--- src/rtl/usb_rx_pkg.sv ---
// rtl/usb_rx_pkg.sv - shared types and constants for the USB full-speed receive control unit
package usb_rx_pkg;

  typedef enum logic [3:0] {
    ST_IDLE      = 4'd0,
    ST_SYNC_RX   = 4'd1,
    ST_PID_RX    = 4'd2,
    ST_DATA_WAIT = 4'd3,
    ST_DATA_RX   = 4'd4,
    ST_DATA_WR   = 4'd5,
    ST_EOP_WAIT  = 4'd6,
    ST_ERR       = 4'd7,
    ST_ERR_IDLE  = 4'd8
  } rx_state_e;

  localparam logic [2:0] ERR_NONE = 3'd0;
  localparam logic [2:0] ERR_SYNC = 3'd1;
  localparam logic [2:0] ERR_PID  = 3'd2;
  localparam logic [2:0] ERR_EOP  = 3'd3;
  localparam logic [2:0] ERR_OVF  = 3'd4;

  localparam logic [7:0] SYNC_DEFAULT = 8'h80;

endpackage

--- src/rtl/rx_byte_counter.sv ---
// rtl/rx_byte_counter.sv - per-packet data byte counter, saturating at MAX_COUNT
module rx_byte_counter #(
  parameter int CNT_W     = 7,
  parameter int MAX_COUNT = 64
) (
  input  logic             clk,
  input  logic             n_rst,
  input  logic             clear_i,
  input  logic             inc_i,
  output logic [CNT_W-1:0] count_o,
  output logic             tc_o
);

  localparam logic [CNT_W-1:0] MAX_C = CNT_W'(MAX_COUNT);

  logic [CNT_W-1:0] count_q, count_d;

  assign tc_o    = (count_q == MAX_C);
  assign count_o = count_q;

  always_comb begin
    count_d = count_q;
    if (clear_i)
      count_d = '0;
    else if (inc_i && !tc_o)
      count_d = count_q + CNT_W'(1);
  end

  always_ff @(posedge clk or negedge n_rst) begin
    if (!n_rst)
      count_q <= '0;
    else
      count_q <= count_d;
  end

endmodule

--- src/rtl/usb_rx_ctrl.sv ---
// rtl/usb_rx_ctrl.sv - receive control unit: sync/PID checks, FIFO write strobes, error coding
module usb_rx_ctrl
  import usb_rx_pkg::*;
#(
  parameter logic [7:0] SYNC_BYTE = SYNC_DEFAULT,
  parameter int         MAX_BYTES = 64,
  parameter int         CNT_W     = $clog2(MAX_BYTES + 1)
) (
  input  logic             clk,
  input  logic             n_rst,
  input  logic             d_edge,
  input  logic             eop,
  input  logic             shift_enable,
  input  logic [7:0]       rcv_data,
  input  logic             byte_received,
  output logic             rcving,
  output logic             w_enable,
  output logic             r_error,
  output logic [2:0]       err_code,
  output logic [3:0]       pid,
  output logic             pid_valid,
  output logic [CNT_W-1:0] byte_count,
  output logic             pkt_done
);

  rx_state_e  state_q, state_d;
  logic       r_error_q, r_error_d;
  logic [2:0] err_code_q, err_code_d;
  logic [3:0] pid_q, pid_d;
  logic       pid_valid_q, pid_valid_d;
  logic       pkt_done_q, pkt_done_d;
  logic       err_eop_q, err_eop_d;
  logic       pkt_start, go_err, cnt_tc, se_eop, pid_ok;
  logic [2:0] err_sel;

  assign se_eop = shift_enable & eop;
  assign pid_ok = (rcv_data[7:4] == ~rcv_data[3:0]);

  rx_byte_counter #(
    .CNT_W     (CNT_W),
    .MAX_COUNT (MAX_BYTES)
  ) u_byte_counter (
    .clk     (clk),
    .n_rst   (n_rst),
    .clear_i (pkt_start),
    .inc_i   (state_q == ST_DATA_WR),
    .count_o (byte_count),
    .tc_o    (cnt_tc)
  );

  always_comb begin
    state_d     = state_q;
    r_error_d   = r_error_q;
    err_code_d  = err_code_q;
    pid_d       = pid_q;
    pid_valid_d = pid_valid_q;
    pkt_done_d  = 1'b0;
    err_eop_d   = err_eop_q;
    pkt_start   = 1'b0;
    go_err      = 1'b0;
    err_sel     = ERR_NONE;
    case (state_q)
      ST_IDLE, ST_ERR_IDLE: begin
        if (d_edge) begin
          state_d     = ST_SYNC_RX;
          pkt_start   = 1'b1;
          r_error_d   = 1'b0;
          err_code_d  = ERR_NONE;
          pid_valid_d = 1'b0;
          err_eop_d   = 1'b0;
        end
      end
      ST_SYNC_RX: begin
        if (se_eop) begin
          go_err  = 1'b1;
          err_sel = ERR_EOP;
        end else if (byte_received) begin
          if (rcv_data == SYNC_BYTE) begin
            state_d = ST_PID_RX;
          end else begin
            go_err  = 1'b1;
            err_sel = ERR_SYNC;
          end
        end
      end
      ST_PID_RX: begin
        if (se_eop) begin
          go_err  = 1'b1;
          err_sel = ERR_EOP;
        end else if (byte_received) begin
          if (pid_ok) begin
            state_d     = ST_DATA_WAIT;
            pid_d       = rcv_data[3:0];
            pid_valid_d = 1'b1;
          end else begin
            go_err  = 1'b1;
            err_sel = ERR_PID;
          end
        end
      end
      ST_DATA_WAIT: begin
        if (shift_enable)
          state_d = eop ? ST_EOP_WAIT : ST_DATA_RX;
      end
      ST_DATA_RX: begin
        if (byte_received) begin
          if (cnt_tc) begin
            go_err  = 1'b1;
            err_sel = ERR_OVF;
          end else begin
            state_d = ST_DATA_WR;
          end
        end else if (se_eop) begin
          go_err  = 1'b1;
          err_sel = ERR_EOP;
        end
      end
      ST_DATA_WR: state_d = ST_DATA_WAIT;
      ST_EOP_WAIT: begin
        if (!eop) begin
          state_d    = ST_IDLE;
          pkt_done_d = 1'b1;
        end
      end
      ST_ERR: begin
        // Drain the rest of the packet: first an EOP bit, then the bus leaving SE0.
        if (!err_eop_q) begin
          if (se_eop)
            err_eop_d = 1'b1;
        end else if (!eop) begin
          state_d = ST_ERR_IDLE;
        end
      end
      default: state_d = ST_IDLE;
    endcase
    // An error caused by EOP has already seen its EOP bit.
    if (go_err) begin
      state_d    = ST_ERR;
      r_error_d  = 1'b1;
      err_code_d = err_sel;
      err_eop_d  = (err_sel == ERR_EOP);
    end
  end

  always_ff @(posedge clk or negedge n_rst) begin
    if (!n_rst) begin
      state_q     <= ST_IDLE;
      r_error_q   <= 1'b0;
      err_code_q  <= ERR_NONE;
      pid_q       <= 4'h0;
      pid_valid_q <= 1'b0;
      pkt_done_q  <= 1'b0;
      err_eop_q   <= 1'b0;
    end else begin
      state_q     <= state_d;
      r_error_q   <= r_error_d;
      err_code_q  <= err_code_d;
      pid_q       <= pid_d;
      pid_valid_q <= pid_valid_d;
      pkt_done_q  <= pkt_done_d;
      err_eop_q   <= err_eop_d;
    end
  end

  assign rcving    = (state_q == ST_SYNC_RX) || (state_q == ST_PID_RX) ||
                     (state_q == ST_DATA_WAIT) || (state_q == ST_DATA_RX) ||
                     (state_q == ST_DATA_WR) || (state_q == ST_ERR);
  assign w_enable  = (state_q == ST_DATA_WR);
  assign r_error   = r_error_q;
  assign err_code  = err_code_q;
  assign pid       = pid_q;
  assign pid_valid = pid_valid_q;
  assign pkt_done  = pkt_done_q;

endmodule

--- config.mk ---
export PLATFORM = sky130hd
export DESIGN_NAME = usb_rx_ctrl
export DESIGN_NICKNAME = d
export VERILOG_FILES = /design/src/rtl/usb_rx_pkg.sv /design/src/rtl/rx_byte_counter.sv /design/src/rtl/usb_rx_ctrl.sv
export SDC_FILE = /design/constraint.sdc
export NUM_CORES = 1
export LEC_CHECK = 0
export BUFFER_PORTS_ARGS = -buffer_cell sky130_fd_sc_hd__buf_2
export CAP_MARGIN = 20
export CORE_MARGIN = 10
export CORE_UTILIZATION = 45
export DETAILED_ROUTE_END_ITERATION = 16
export PLACE_DENSITY = 0.8
export SYNTH_ARGS = -nofsm -noshare
export SYNTH_HDL_FRONTEND = slang
export SYNTH_SLANG_ARGS = --single-unit
--- constraint.sdc ---
create_clock -name clk -period 2.45 [get_ports clk]
set_clock_uncertainty 0.2 [all_clocks]
set_input_delay 0.1225 -clock clk [delete_from_list [all_inputs] [get_ports clk]]
set_output_delay 0.1225 -clock clk [all_outputs]
set_load 0.005 [all_outputs]
== After elaboration in Yosys (flattened, before gate mapping) ==
Index checks and enable logic that the tools add are counted.

* Eq/ne operators: 29
* Multiplexer cells: 55
* Bitwise logic cells: 3
* Add/sub/neg operators: 1
* Reduce and logical (&&, ||, !) cells: 19

{| class="wikitable"
|+ Operator list
! operator !! number
|-
| 4-bit two-way mux || 14
|-
| 3-bit inequality test (second input constant) || 13
|-
| 4-bit case mux with 8 select lines || 1
|-
| 1-bit two-way mux || 23
|-
| 4-bit by 3-bit == test with 1-bit output (second input constant) || 4
|-
| 3-bit two-way mux || 5
|-
| 7-bit two-way mux || 2
|-
| 13-bit AND reduction || 1
|-
| 2-bit two-way mux || 6
|-
| 3-bit case mux with 3 select lines || 1
|-
| 4-bit by 2-bit == test with 1-bit output (second input constant) || 2
|-
| 8-bit == test (second input constant) || 1
|-
| 2-bit inequality test (second input constant) || 4
|-
| 2-bit nonzero test || 4
|-
| 7-bit by 1-bit adder with 7-bit output (second input constant) || 1
|-
| 7-bit == test (second input constant) || 1
|-
| 1-bit logical OR || 5
|-
| 5-bit AND reduction || 1
|-
| 4-bit by 1-bit == test with 1-bit output (second input constant) || 1
|-
| 4-bit == test || 1
|-
| 4-bit == test (second input constant) || 1
|-
| 4-bit zero test || 1
|-
| 4-bit NOT || 1
|-
| 1-bit case mux with 2 select lines || 2
|-
| 10 further kinds || 11
|}

* Bits in registers: 22
* Input bits: 14
* Output and inout port bits: 19

== Longest topological paths before layout ==
* Depth after elaboration: 8
* Mapped depth: 7
* Mapped depth without buffers: 7

== Hierarchy ==
From an unflattened synthesis, not the netlist that was laid out.

* Cells, all modules: 158
* Area, all modules: 1446.4 um2

{| class="wikitable"
|+ By module, submodules not included
! module !! seq. area each (um2) !! cells an instance !! area each (um2) !! times used
|-
| usb_rx_ctrl || 375.4 || 112 || 1008.5 || 1
|-
| rx_byte_counter || 175.2 || 46 || 437.9 || 1
|}

== Least setup slack after synthesis ==
No wires, ideal clock.

* Kind: reg2reg
* Start point: register u_byte_counter.count_q[0] (netlist: u_byte_counter.count_o[0])
* End point: register state_q[3]
* Stages on the path, launching flop included: 8
* Setup slack: 220 ps
* Data required time: 2125 ps
* Buffers on the path: 0
* Arrival time: 1905 ps
* Clock period less this slack: 2230 ps
* Path through: dfrtp_1 > inv_1 > ha_1 > nand2_1 > nor3_1 > or4_4 > or2_4 > mux2_4

* Word-level cells in the longest chain between the ends: 6
* Elaborated cells on any way between the ends: 19
* Classes of those cells: 14 x eq/ne; 4 x mux; 1 x reduce/logical

{| class="wikitable"
|+ RTL lines
! element !! line !! text
|-
| start: declaration || rx_byte_counter.sv:16 || <nowiki>logic [CNT_W-1:0] count_q, count_d;</nowiki>
|-
| start signal: assignment || rx_byte_counter.sv:33 || <nowiki>count_q <= count_d;</nowiki>
|-
| 7-bit == test (*) || rx_byte_counter.sv:18 || <nowiki>assign tc_o = (count_q == MAX_C);</nowiki>
|-
| 1-bit two-way mux || usb_rx_ctrl.sv:107 || <nowiki>if (cnt_tc) begin</nowiki>
|-
| 1-bit two-way mux || usb_rx_ctrl.sv:106 || <nowiki>if (byte_received) begin</nowiki>
|-
| 1-bit case mux with 3 select lines || usb_rx_ctrl.sv:62 || <nowiki>case (state_q)</nowiki>
|-
| 3-bit inequality test (no source line) || n/a ||
|-
| 13-bit AND reduction (no source line) || n/a ||
|-
| end signal: assignment || usb_rx_ctrl.sv:155 || <nowiki>state_q <= state_d;</nowiki>
|-
| end: declaration || usb_rx_ctrl.sv:26 || <nowiki>rx_state_e state_q, state_d;</nowiki>
|}

Every way passes the cells marked *; elsewhere a longest branch is shown, timed or not.
A chain may end at the register's enable or synchronous reset.

== Worst setup path in the final report ==
* Start point: register state_q[0]
* End point: register state_q[3]

* Word-level cells in the longest chain between the ends: 4
* Elaborated cells on any way between the ends: 27
* Classes of those cells: 21 x eq/ne; 3 x mux; 3 x reduce/logical

{| class="wikitable"
|+ RTL lines
! element !! line
|-
| 4-bit by 3-bit == test with 1-bit output, or another cell as far along || usb_rx_ctrl.sv:62
|-
| 1-bit case mux with 3 select lines or 2-bit OR reduction (tied branches) || usb_rx_ctrl.sv:62
|-
| 3-bit inequality test (no source line) or 4-bit case mux with 8 select lines (tied branches) || n/a
|-
| 13-bit AND reduction (no source line) or 4-bit two-way mux (tied branches) || n/a
|}

Parallel ways exist; a longest one is shown, timed or not.

==> flow_summary.toml <==
[status]
status = "completed"

[synthesis]
synth-seq-cells = 22
synth_area_leader_cell = "dfrtp_1"
async_reset_ff_share_pct = 100
syn_area_mm2 = 0.00137
synth.top_cell.area_share_pct = 40.2
ys_types = 50
ys_warn_count = 0
syn-num-nets = 154
yosys-top-cells-area = "dfrtp_1 40%, xor2_1 5.8%, nor2_1 4.4%"
ys.flop_type = "dfrtp_1"
synth-edff-count = 0
postSynthCellCount = 138
syn_area_per_cell_um2 = 9.93
yosysSeqAreaShare_pct = 40.2

[drt]
first_pass_iters = 4
drt_iter0_markers = 104
vias = 1279
wl_per_cell_um = 16.9
routed_wl_um = 3620
final_antenna_net_count = 0
drc_errors = 0
viasPerCell = 5.98

[pwr]
swShare_pct = 41.0
p_clk_share_pct = 14.2
ir_drop_mv = 0.730
p_leak_nw = 0.817
p_per_area_mw_per_mm2 = 1180
p_comb_share_pct = 52.9
switchingPower_mw = 0.843
p_int_mw = 1.21
power_mw = 2.06
pwr-share-seq_pct = 32.9

[global_routing]
antenna_found_initial = 0
grt_pass1_wl_um = 6080
overflow = 0
grt_pass1_vias = 1306
grt_max_degree = 23
grt_usage_pct = 13.8

[setup_path]
crit_chain = "or4b_2, a41oi_1, or4_4, or2_4, mux2_4"
crit_start = "state_q[0]$_DFFE_PN0P_"
critical_path_class = "reg2reg"
crit_buf_inv = 0
worstSetupEndpointType = "flop"
regToRegEndpoint = "state_q[3]$_DFFE_PN0P_"
rr_worst_depth = 5
ff2ff_setup_slack_ns = 0.09
crit_required_ns = 2.47
crit_family = "simple AND/OR/NAND/NOR gates"
crit-reg2reg-launch = "state_q[0]$_DFFE_PN0P_"
crit_fanout = 8
worst-path-stages = 5
cp-start-kind = "flop"
max_stage_delay_ns = 0.70
crit_arrival_ns = 2.38
slowest_stage = "or4b_2"

[placement]
place.gp.congestion = 0.882
place_ws_ns = 0.126
place_hpwl_um = 2680
io_buffer_count = 32

[timing]
finalHoldViolCount = 0
slew-limit-headroom_pct = 64.9
fmax_mhz = 424
timing.hold.ws_ns = 0.0389
slew_violations = 0
timing.final.crit_share_pct = 96.3
min_period_ns = 2.36
final.setup.tns_ns = 0
setup_violations = 0
worst_slack_ns = 0.0903
rsz0062_at_grt = "no"
tightestPinTransition_ns = 0.526

[die]
die_area_mm2 = 0.00565
core_area_mm2 = 0.00283
start_util_pct = 48.4
die_w_um = 75.2
die_h_um = 75.2
io_pins = 33
placementRows = 19

[layout]
antennaDiodeCount = 0
postLayoutCoreUtil_pct = 61.6
nFillCells = 233
drive_gt1_share_pct = 33.3
syn2layout_area_growth_pct = 27.1
final_nets = 200

[clock_tree]
cts_setup_buffers = 0
clock-sinks = 22
cts_buffer_depth = 2
path_clk_slew_ns = 0.14
cts_tree = "done"
clk_latency_ns = 0.33
cts-htree-levels = 1
cts_root_buffer = "clkbuf_4"
cts-buffers-inserted = 3

[worst_hold_path]
hold_path_depth = 3
hp-class = "in2reg"
min_from = "d_edge"
min_to = "pid_valid$_DFFE_PN0P_"

[run]
cap_viol_max_count = 0
layer usage:
layer | wire length, um | up-vias | global-route usage, %
met5 | 0 | - | 0
met4 | 65 | 0 | 5.36
met3 | 165 | 7 | 3.42
met2 | 1820 | 38 | 23.4
met1 | 1580 | 630 | 16.4
li1 | - | 604 | -
tightest hold or removal path: stages:
cell     delay (ns)
buf_2          0.11
nor4b_2        0.19
nor2_1         0.12
power groups by stage:
stage          sequential [mW]  clock, mW  combinational, mW
4_1_cts                  0.667      0.293               1.09
2_1_floorplan            0.614          0              0.777
5_1_grt                  0.704      0.308               1.21
3_3_place_gp             0.658          0               1.03
3_5_place_dp             0.675          0               1.08
6_report                 0.676      0.292               1.09
through the flow:
step	cells	cell area [um2]
CTS	214	1720
finish	214	1740
detailed placement	202	1590
floorplan	138	1370
global route	214	1740
global placement	202	1590
synthesized netlist by cell type (2+ instances only):
master / count
dfrtp_1: 22
nor2_1: 16
xor2_1: 9
nand2_1: 6
o21ai_0: 6
inv_1: 5
nand4_1: 5
mux2_2: 4
a21oi_1: 3
and3_1: 3
nand3_1: 3
nand3b_1: 3
o211ai_1: 3
a211oi_1: 2
a311o_1: 2
buf_2: 2
clkbuf_1: 2
ha_1: 2
nand2b_1: 2
nor3_1: 2
nor4b_1: 2
nor4b_2: 2
or3_1: 2
or4_1: 2
or4b_1: 2
xnor2_1: 2
cells by family after synthesis:
kind of cell | Yosys count | share of synthesized area, %
AOI/OAI and AO/OA | 24 | 13.2
xor gates and xnor gates | 11 | 7.03
adders and majority gates | 3 | 2.56
buffers and inverters | 12 | 4.29
DFF | 22 | 40.2
muxes | 6 | 5.20
and+or+nand+nor | 60 | 27.5
sequential cells by signal, indices dropped and copies added, names as in the netlist:
| name | flops |
|---|---|
| err_code | 3 |
| err_eop_q | 1 |
| pid | 4 |
| pid_valid | 1 |
| pkt_done | 1 |
| r_error | 1 |
| state_q | 4 |
| u_byte_counter.count_o | 7 |
cell type report:
type                            instances  area (um2)  area share (%)
Clock inverter                          1        30.0            1.72
Timing Repair Buffer                   48         300            17.2
Clock buffer                            3        22.5            1.29
Sequential cell                        22         553            31.8
Multi-Input combinational cell        104         778            44.7
Tap cell                               31        38.8            2.23
Inverter                                5        18.8            1.08
how the worst max path moves through the flow:
| stage | to |
|---|---|
| global route | state_q[3]$_DFFE_PN0P_ |
| detailed placement | state_q[3]$_DFFE_PN0P_ |
| finish | state_q[3]$_DFFE_PN0P_ |
| floorplan | state_q[3]$_DFFE_PN0P_ |
| global placement | state_q[3]$_DFFE_PN0P_ |
| CTS | state_q[3]$_DFFE_PN0P_ |
repair_timing:
item,in CTS,in global routing
endpoints found under the hold margin,29,0
endpoints found under the setup margin,0,2
hold buffers,8,0
resized for setup,0,4
cell usage in the layout, fill, tap and decap left out, types with 4 or more instances in the layout:
cell type      synthesis  final
xor2_1                 9      9
buf_2                  2     32
dlygate4sd3_1          0      8
mux2_2                 4      4
o21ai_0                6      6
buf_4                  1      8
nand2_1                6      6
inv_1                  5      5
dfrtp_1               22     20
nor2_1                16     16
nand4_1                5      5
Note: power is estimated with default switching activity, not from simulation.
